File: src/rtl/bp_be_pkg.sv
// Shared back-end types for the FP writeback path: boxed datapath width,
// RISC-V fflags layout and the writeback payload carried by the long-latency FIFO.
package bp_be_pkg;

  localparam int dpath_width_gp    = 66;
  localparam int reg_addr_width_gp = 5;

  typedef struct packed {
    logic nv;
    logic dz;
    logic of;
    logic uf;
    logic nx;
  } rv64_fflags_s;

  localparam int fflags_width_gp = $bits(rv64_fflags_s);

  typedef struct packed {
    logic [reg_addr_width_gp-1:0] rd;
    logic [dpath_width_gp-1:0]    data;
    rv64_fflags_s                 fflags;
  } bp_be_fp_wb_s;

endpackage

File: src/rtl/bp_be_fp_wb_tag_chain.sv
// Shadow chain of {valid, rd} that tracks FMA ops in flight; flush_i kills the
// youngest flush_depth_p stages (1..fma_latency_p) on the same edge.
module bp_be_fp_wb_tag_chain
  import bp_be_pkg::*;
#(
  parameter int fma_latency_p    = 4,
  parameter int flush_depth_p    = 2,
  parameter int reg_addr_width_p = reg_addr_width_gp
) (
  input  logic                        clk_i,
  input  logic                        reset_i,
  input  logic                        issue_v_i,
  input  logic [reg_addr_width_p-1:0] issue_rd_i,
  input  logic                        flush_i,
  output logic                        last_v_o,
  output logic [reg_addr_width_p-1:0] last_rd_o
);

  logic [fma_latency_p-1:0]                       r_v;
  logic [fma_latency_p-1:0][reg_addr_width_p-1:0] r_rd;
  logic [fma_latency_p-1:0]                       w_v_next;

  // NOTE: every variable driven here gets a default first, so no path leaves it unassigned (no latch).
  always_comb begin
    w_v_next    = '0;
    w_v_next[0] = issue_v_i;
    for (int i = 1; i < fma_latency_p; i++) begin
      w_v_next[i] = r_v[i-1];
    end
    // Next-state of the youngest stages is killed: the op issuing now plus those not yet committed.
    for (int i = 0; i < flush_depth_p; i++) begin
      if (flush_i) w_v_next[i] = 1'b0;
    end
  end

  // NOTE: sequential state uses non-blocking assignments so every stage samples pre-edge values.
  always_ff @(posedge clk_i) begin
    if (reset_i) r_v <= '0;
    else         r_v <= w_v_next;
  end

  // NOTE: tags are qualified by r_v, so this datapath storage is deliberately left out of reset.
  always_ff @(posedge clk_i) begin
    r_rd[0] <= issue_rd_i;
    for (int i = 1; i < fma_latency_p; i++) begin
      r_rd[i] <= r_rd[i-1];
    end
  end

  assign last_v_o  = r_v[fma_latency_p-1];
  assign last_rd_o = r_rd[fma_latency_p-1];

endmodule

File: src/rtl/bp_be_fp_wb_arbiter.sv
// FP register-file writeback: tag-matched FMA results always win; long-latency results
// wait in a small FIFO. Define BP_FP_WB_FFLAGS_ACCUM_EN to make fflags_o a sticky OR.
module bp_be_fp_wb_arbiter
  import bp_be_pkg::*;
#(
  parameter int fma_latency_p    = 4,
  parameter int flush_depth_p    = 2,
  parameter int reg_addr_width_p = reg_addr_width_gp,
  parameter int long_els_p       = 2
) (
  input  logic                        clk_i,
  input  logic                        reset_i,
  input  logic                        issue_v_i,
  input  logic [reg_addr_width_p-1:0] issue_rd_i,
  input  logic                        flush_i,
  input  logic                        fma_v_i,
  input  logic [dpath_width_gp-1:0]   fma_data_i,
  input  logic [fflags_width_gp-1:0]  fma_fflags_i,
  input  logic                        long_v_i,
  output logic                        long_ready_o,
  input  logic [reg_addr_width_p-1:0] long_rd_i,
  input  logic [dpath_width_gp-1:0]   long_data_i,
  input  logic [fflags_width_gp-1:0]  long_fflags_i,
  output logic                        frf_w_v_o,
  output logic [reg_addr_width_p-1:0] frf_w_addr_o,
  output logic [dpath_width_gp-1:0]   frf_w_data_o,
  output logic                        fflags_v_o,
  output logic [fflags_width_gp-1:0]  fflags_o,
  output logic                        tag_err_o
);

  localparam int ptr_w_lp = $clog2(long_els_p);

  logic                        w_last_v;
  logic [reg_addr_width_p-1:0] w_last_rd;

  bp_be_fp_wb_tag_chain #(
    .fma_latency_p   (fma_latency_p),
    .flush_depth_p   (flush_depth_p),
    .reg_addr_width_p(reg_addr_width_p)
  ) u_tag_chain (
    .clk_i     (clk_i),
    .reset_i   (reset_i),
    .issue_v_i (issue_v_i),
    .issue_rd_i(issue_rd_i),
    .flush_i   (flush_i),
    .last_v_o  (w_last_v),
    .last_rd_o (w_last_rd)
  );

  // Long-latency FIFO; pointers carry a wrap bit so full and empty are distinguishable.
  logic [ptr_w_lp:0] r_wptr, r_rptr;
  bp_be_fp_wb_s      r_mem [long_els_p];
  bp_be_fp_wb_s      w_long_in;
  logic              w_full, w_empty, w_enq, w_deq, w_fma_win;

  assign w_full    = (r_wptr[ptr_w_lp] != r_rptr[ptr_w_lp])
                   && (r_wptr[ptr_w_lp-1:0] == r_rptr[ptr_w_lp-1:0]);
  assign w_empty   = (r_wptr == r_rptr);
  assign w_fma_win = fma_v_i & w_last_v;
  assign w_enq     = long_v_i & ~w_full;
  assign w_deq     = ~w_empty & ~w_fma_win;
  assign w_long_in = '{rd: long_rd_i, data: long_data_i, fflags: rv64_fflags_s'(long_fflags_i)};

  always_ff @(posedge clk_i) begin
    if (reset_i) begin
      r_wptr <= '0;
      r_rptr <= '0;
    end else begin
      if (w_enq) r_wptr <= r_wptr + (ptr_w_lp+1)'(1);
      if (w_deq) r_rptr <= r_rptr + (ptr_w_lp+1)'(1);
    end
  end

  always_ff @(posedge clk_i) begin
    if (w_enq) r_mem[r_wptr[ptr_w_lp-1:0]] <= w_long_in;
  end

  bp_be_fp_wb_s w_wb;
  logic         w_wb_v;

  always_comb begin
    w_wb   = '0;
    w_wb_v = 1'b0;
    if (w_fma_win) begin
      w_wb_v = 1'b1;
      w_wb   = '{rd: w_last_rd, data: fma_data_i, fflags: rv64_fflags_s'(fma_fflags_i)};
    end else if (w_deq) begin
      w_wb_v = 1'b1;
      w_wb   = r_mem[r_rptr[ptr_w_lp-1:0]];
    end
  end

  logic                        r_frf_w_v, r_fflags_v, r_tag_err;
  logic [reg_addr_width_p-1:0] r_frf_w_addr;
  logic [dpath_width_gp-1:0]   r_frf_w_data;
  logic [fflags_width_gp-1:0]  r_fflags;

  always_ff @(posedge clk_i) begin
    if (reset_i) begin
      r_frf_w_v    <= 1'b0;
      r_fflags_v   <= 1'b0;
      r_tag_err    <= 1'b0;
      r_frf_w_addr <= '0;
      r_frf_w_data <= '0;
      r_fflags     <= '0;
    end else begin
      r_frf_w_v  <= w_wb_v;
      r_fflags_v <= w_wb_v;
      if (w_wb_v) begin
        r_frf_w_addr <= w_wb.rd;
        r_frf_w_data <= w_wb.data;
      end
`ifdef BP_FP_WB_FFLAGS_ACCUM_EN
      if (w_wb_v) r_fflags <= r_fflags | w_wb.fflags;
`else
      r_fflags <= w_wb_v ? w_wb.fflags : '0;
`endif
      // A live tag with no matching result means the pipe and the chain disagree.
      if (w_last_v && !fma_v_i) r_tag_err <= 1'b1;
    end
  end

  assign long_ready_o = ~w_full;
  assign frf_w_v_o    = r_frf_w_v;
  assign frf_w_addr_o = r_frf_w_addr;
  assign frf_w_data_o = r_frf_w_data;
  assign fflags_v_o   = r_fflags_v;
  assign fflags_o     = r_fflags;
  assign tag_err_o    = r_tag_err;

endmodule
File: config.mk
export PLATFORM = sky130hd
export DESIGN_NAME = bp_be_fp_wb_arbiter
export DESIGN_NICKNAME = d
export VERILOG_FILES = /design/src/rtl/bp_be_pkg.sv /design/src/rtl/bp_be_fp_wb_tag_chain.sv /design/src/rtl/bp_be_fp_wb_arbiter.sv
export SDC_FILE = /design/constraint.sdc
export NUM_CORES = 1
export LEC_CHECK = 0
export BUFFER_PORTS_ARGS = -buffer_cell sky130_fd_sc_hd__clkbuf_2
export CORE_MARGIN = 2
export CORE_UTILIZATION = 50
export DETAILED_ROUTE_END_ITERATION = 10
export PLACE_DENSITY = 0.76
export SYNTH_ARGS = -nofsm -noshare
export SYNTH_HDL_FRONTEND = slang
export SYNTH_HIERARCHICAL = 1
export SYNTH_SLANG_ARGS = --single-unit
File: constraint.sdc
create_clock -name clk_i -period 7.5 [get_ports clk_i]
set_clock_uncertainty 0.2 [all_clocks]
set_input_delay 0.75 -clock clk_i [delete_from_list [all_inputs] [get_ports clk_i]]
set_output_delay 0.75 -clock clk_i [all_outputs]
set_load 0.02 [all_outputs]
==> metrics.yaml <==
fmax_mhz: 250
ctsResizeCount: 0
fin_ws_ns: 3.51
cp-start-kind: "flop"
rows: 50
mostFrequentLayoutCells: "clkbuf_2 (237), edfxtp_1 (152), dfxtp_1 (106)"
yosysSeqAreaShare_pct: 69.8
powerDensity_mw_per_mm2: 406
worst_pin_slew_ns: 1.18
grt_max_degree: 105
insertion_delay_ns: 0.52
synth_area_mm2: 0.00961
wire_per_inst_um: 18.4
die_w_um: 143
wl_met3_um: 1400
wl_met1_um: 8330
drive_above_1_share_pct: 33.3
rsz0062_at_grt: "no"
outcome: "finished clean"
clkTransAtPathRegs_ns: 0.06
cts_buffers: 27
clock_path_buffers: 3
drtPass1Iterations: 5
grt_pass1_vias: 6361
cp.arrival_ns: 3.04
fp.dieH_um: 143
tns_ns: 0
drt_first_iter_violations: 322
numPlacedInstances: 1077
irDropWorstVdd_v: 0.000215
start_util_pct: 51.2
netlist_instances: 663
drc: 0
grt_pass1_wl_um: 31900
crit_fanout: 104
ios: 238
period_share_pct: 53.2
synth_cell_types: 25
layout_commonest_cell: "clkbuf_2"
syn_nets: 821
finalSetupViolations: 0
cts_hold_buf: 0
path_class: "reg2out"
report.final.slew_viol_count: 0
yosysWarnings: 6
synth.avg_cell_area_um2: 14.5
cts_tree: "yes"
detail-route-antenna-nets: 0
synth-seq-cells: 259
clock_sinks: 259
topRoutingLayerUsed: "met4"
grt.total_usage_pct: 19.7
final_cells: 1127
area_growth_pct: 21.9
post-route-min-period_ns: 3.99
gp_congestion: 0.754
place_ws_ns: 3.59
endpoint_kind: "primary output"
fin_nets: 1030
h-tree-depth: 1
required_ns: 6.55
antenna_found_initial: 1
met2_length_um: 10200
post-cts-setup-buffer-count: 0
finalWirelength_um: 20700
hp-class: "reg2reg"
clock-root-buffer: "clkbuf_16"
max_cap_violations: 0
io_buffers: 237
num_vias: 6378
grt_overflow: 0
viasPerCell: 5.66
die-area_mm2: 0.0203
dp_hpwl_um: 13000
core_area_mm2: 0.0188
hold_violations: 0
slew_headroom_pct: 21.0
power_leakage_nw: 4.57
-- critical path, cell delays in order, from the launching register on --
cell and delay, ns:
dfxtp_1 0.48, xor2_4 0.86, buf_4 0.84, nand2_1 0.11, clkbuf_2 0.18
-- final timing paths --
kind,cells after the start,slack (ns),end,from
max reg2reg,4,3.64,r_mem[0][25]$_DFFE_PP_,r_rptr[0]$_SDFFE_PP0P_
min reg2reg,0,0.12,u_tag_chain/r_rd[6]$_DFF_P_,u_tag_chain/r_rd[1]$_DFF_P_
min,0,0.12,u_tag_chain/r_rd[6]$_DFF_P_,u_tag_chain/r_rd[1]$_DFF_P_
max,4,3.51,long_ready_o,r_rptr[1]$_SDFFE_PP0P_
-- stage by stage --
stage          hold WS (ns)  utilization, %  power (W)  instance area (µm²)
3_3_place_gp          0.110            58.1    0.00354                10900
4_1_cts               0.112            62.4    0.00481                11700
3_5_place_dp          0.112            58.1    0.00359                10900
6_report              0.123            62.4    0.00476                11700
5_1_grt               0.106            62.4    0.00503                11700
2_1_floorplan         0.110               -    0.00318                 9610
-- state kept, by name (all words and copies together), names as in the netlist, 2 cells and up, named ones only --
signal                 flops
r_mem                    152
frf_w_data_o              66
u_tag_chain/r_rd          15
fflags_o                   5
frf_w_addr_o               5
u_tag_chain/last_rd_o      5
u_tag_chain/r_v            4
r_rptr                     2
r_wptr                     2
-- Yosys cell counts --
cell	instances	area [µm²]
nor3b_1	2	15.0
clkbuf_2	2	10.0
mux2_2	8	90.1
buf_2	9	45.0
nand2_1	8	30.0
xor2_2	2	32.5
nor2b_1	6	37.5
or3_1	71	444
buf_4	7	52.6
a31oi_1	1	6.26
xnor2_1	2	17.5
clkbuf_1	43	161
mux2i_1	71	711
inv_1	1	3.75
mux2_1	2	22.5
a21oi_1	8	40.0
and2_1	1	6.26
edfxtp_1	152	4560
dfxtp_1	107	2140
a32o_1	71	711
o211ai_1	6	45.0
o21ai_1	6	30.0
nor2_1	8	30.0
buf_6	3	33.8
o21ai_0	66	330
-- layer usage --
layer / track usage, % / vias to the layer above
met5: 0 / -
met4: 6.98 / 0
met3: 4.43 / 49
met2: 33.8 / 249
met1: 24.8 / 3073
li1: - / 3007
-- logic make-up (layout without fill, tap and decap cells) --
family / after synthesis / after routing / share of synthesized area, %
flip-flops: 259 / 259 / 69.8
XOR/XNOR: 4 / 4 / 0.521
other: 0 / 1 / 0
AO/OA/AOI/OAI: 158 / 158 / 12.1
AND/OR/NAND/NOR: 96 / 96 / 5.86
multiplexers: 81 / 81 / 8.57
buffers and inverters: 65 / 294 / 3.19
-- power by group --
| part | switching, W | internal (W) |
|---|---|---|
| clock network | 0.000516 | 0.000700 |
| logic | 0.000902 | 0.000650 |
| registers | 0.000151 | 0.00184 |
| total | 0.00157 | 0.00319 |
-- final cells by class --
cell class	count	area, µm²
diodes	1	2.50
clock buffers	36	751
multi-input cells	339	2660
well taps	234	293
inverters	1	3.75
repair buffers	244	1240
flip-flops and latches	259	6710
clock inverters	13	65.1
fillers	1462	7050
(Power assumes the default switching activity.)
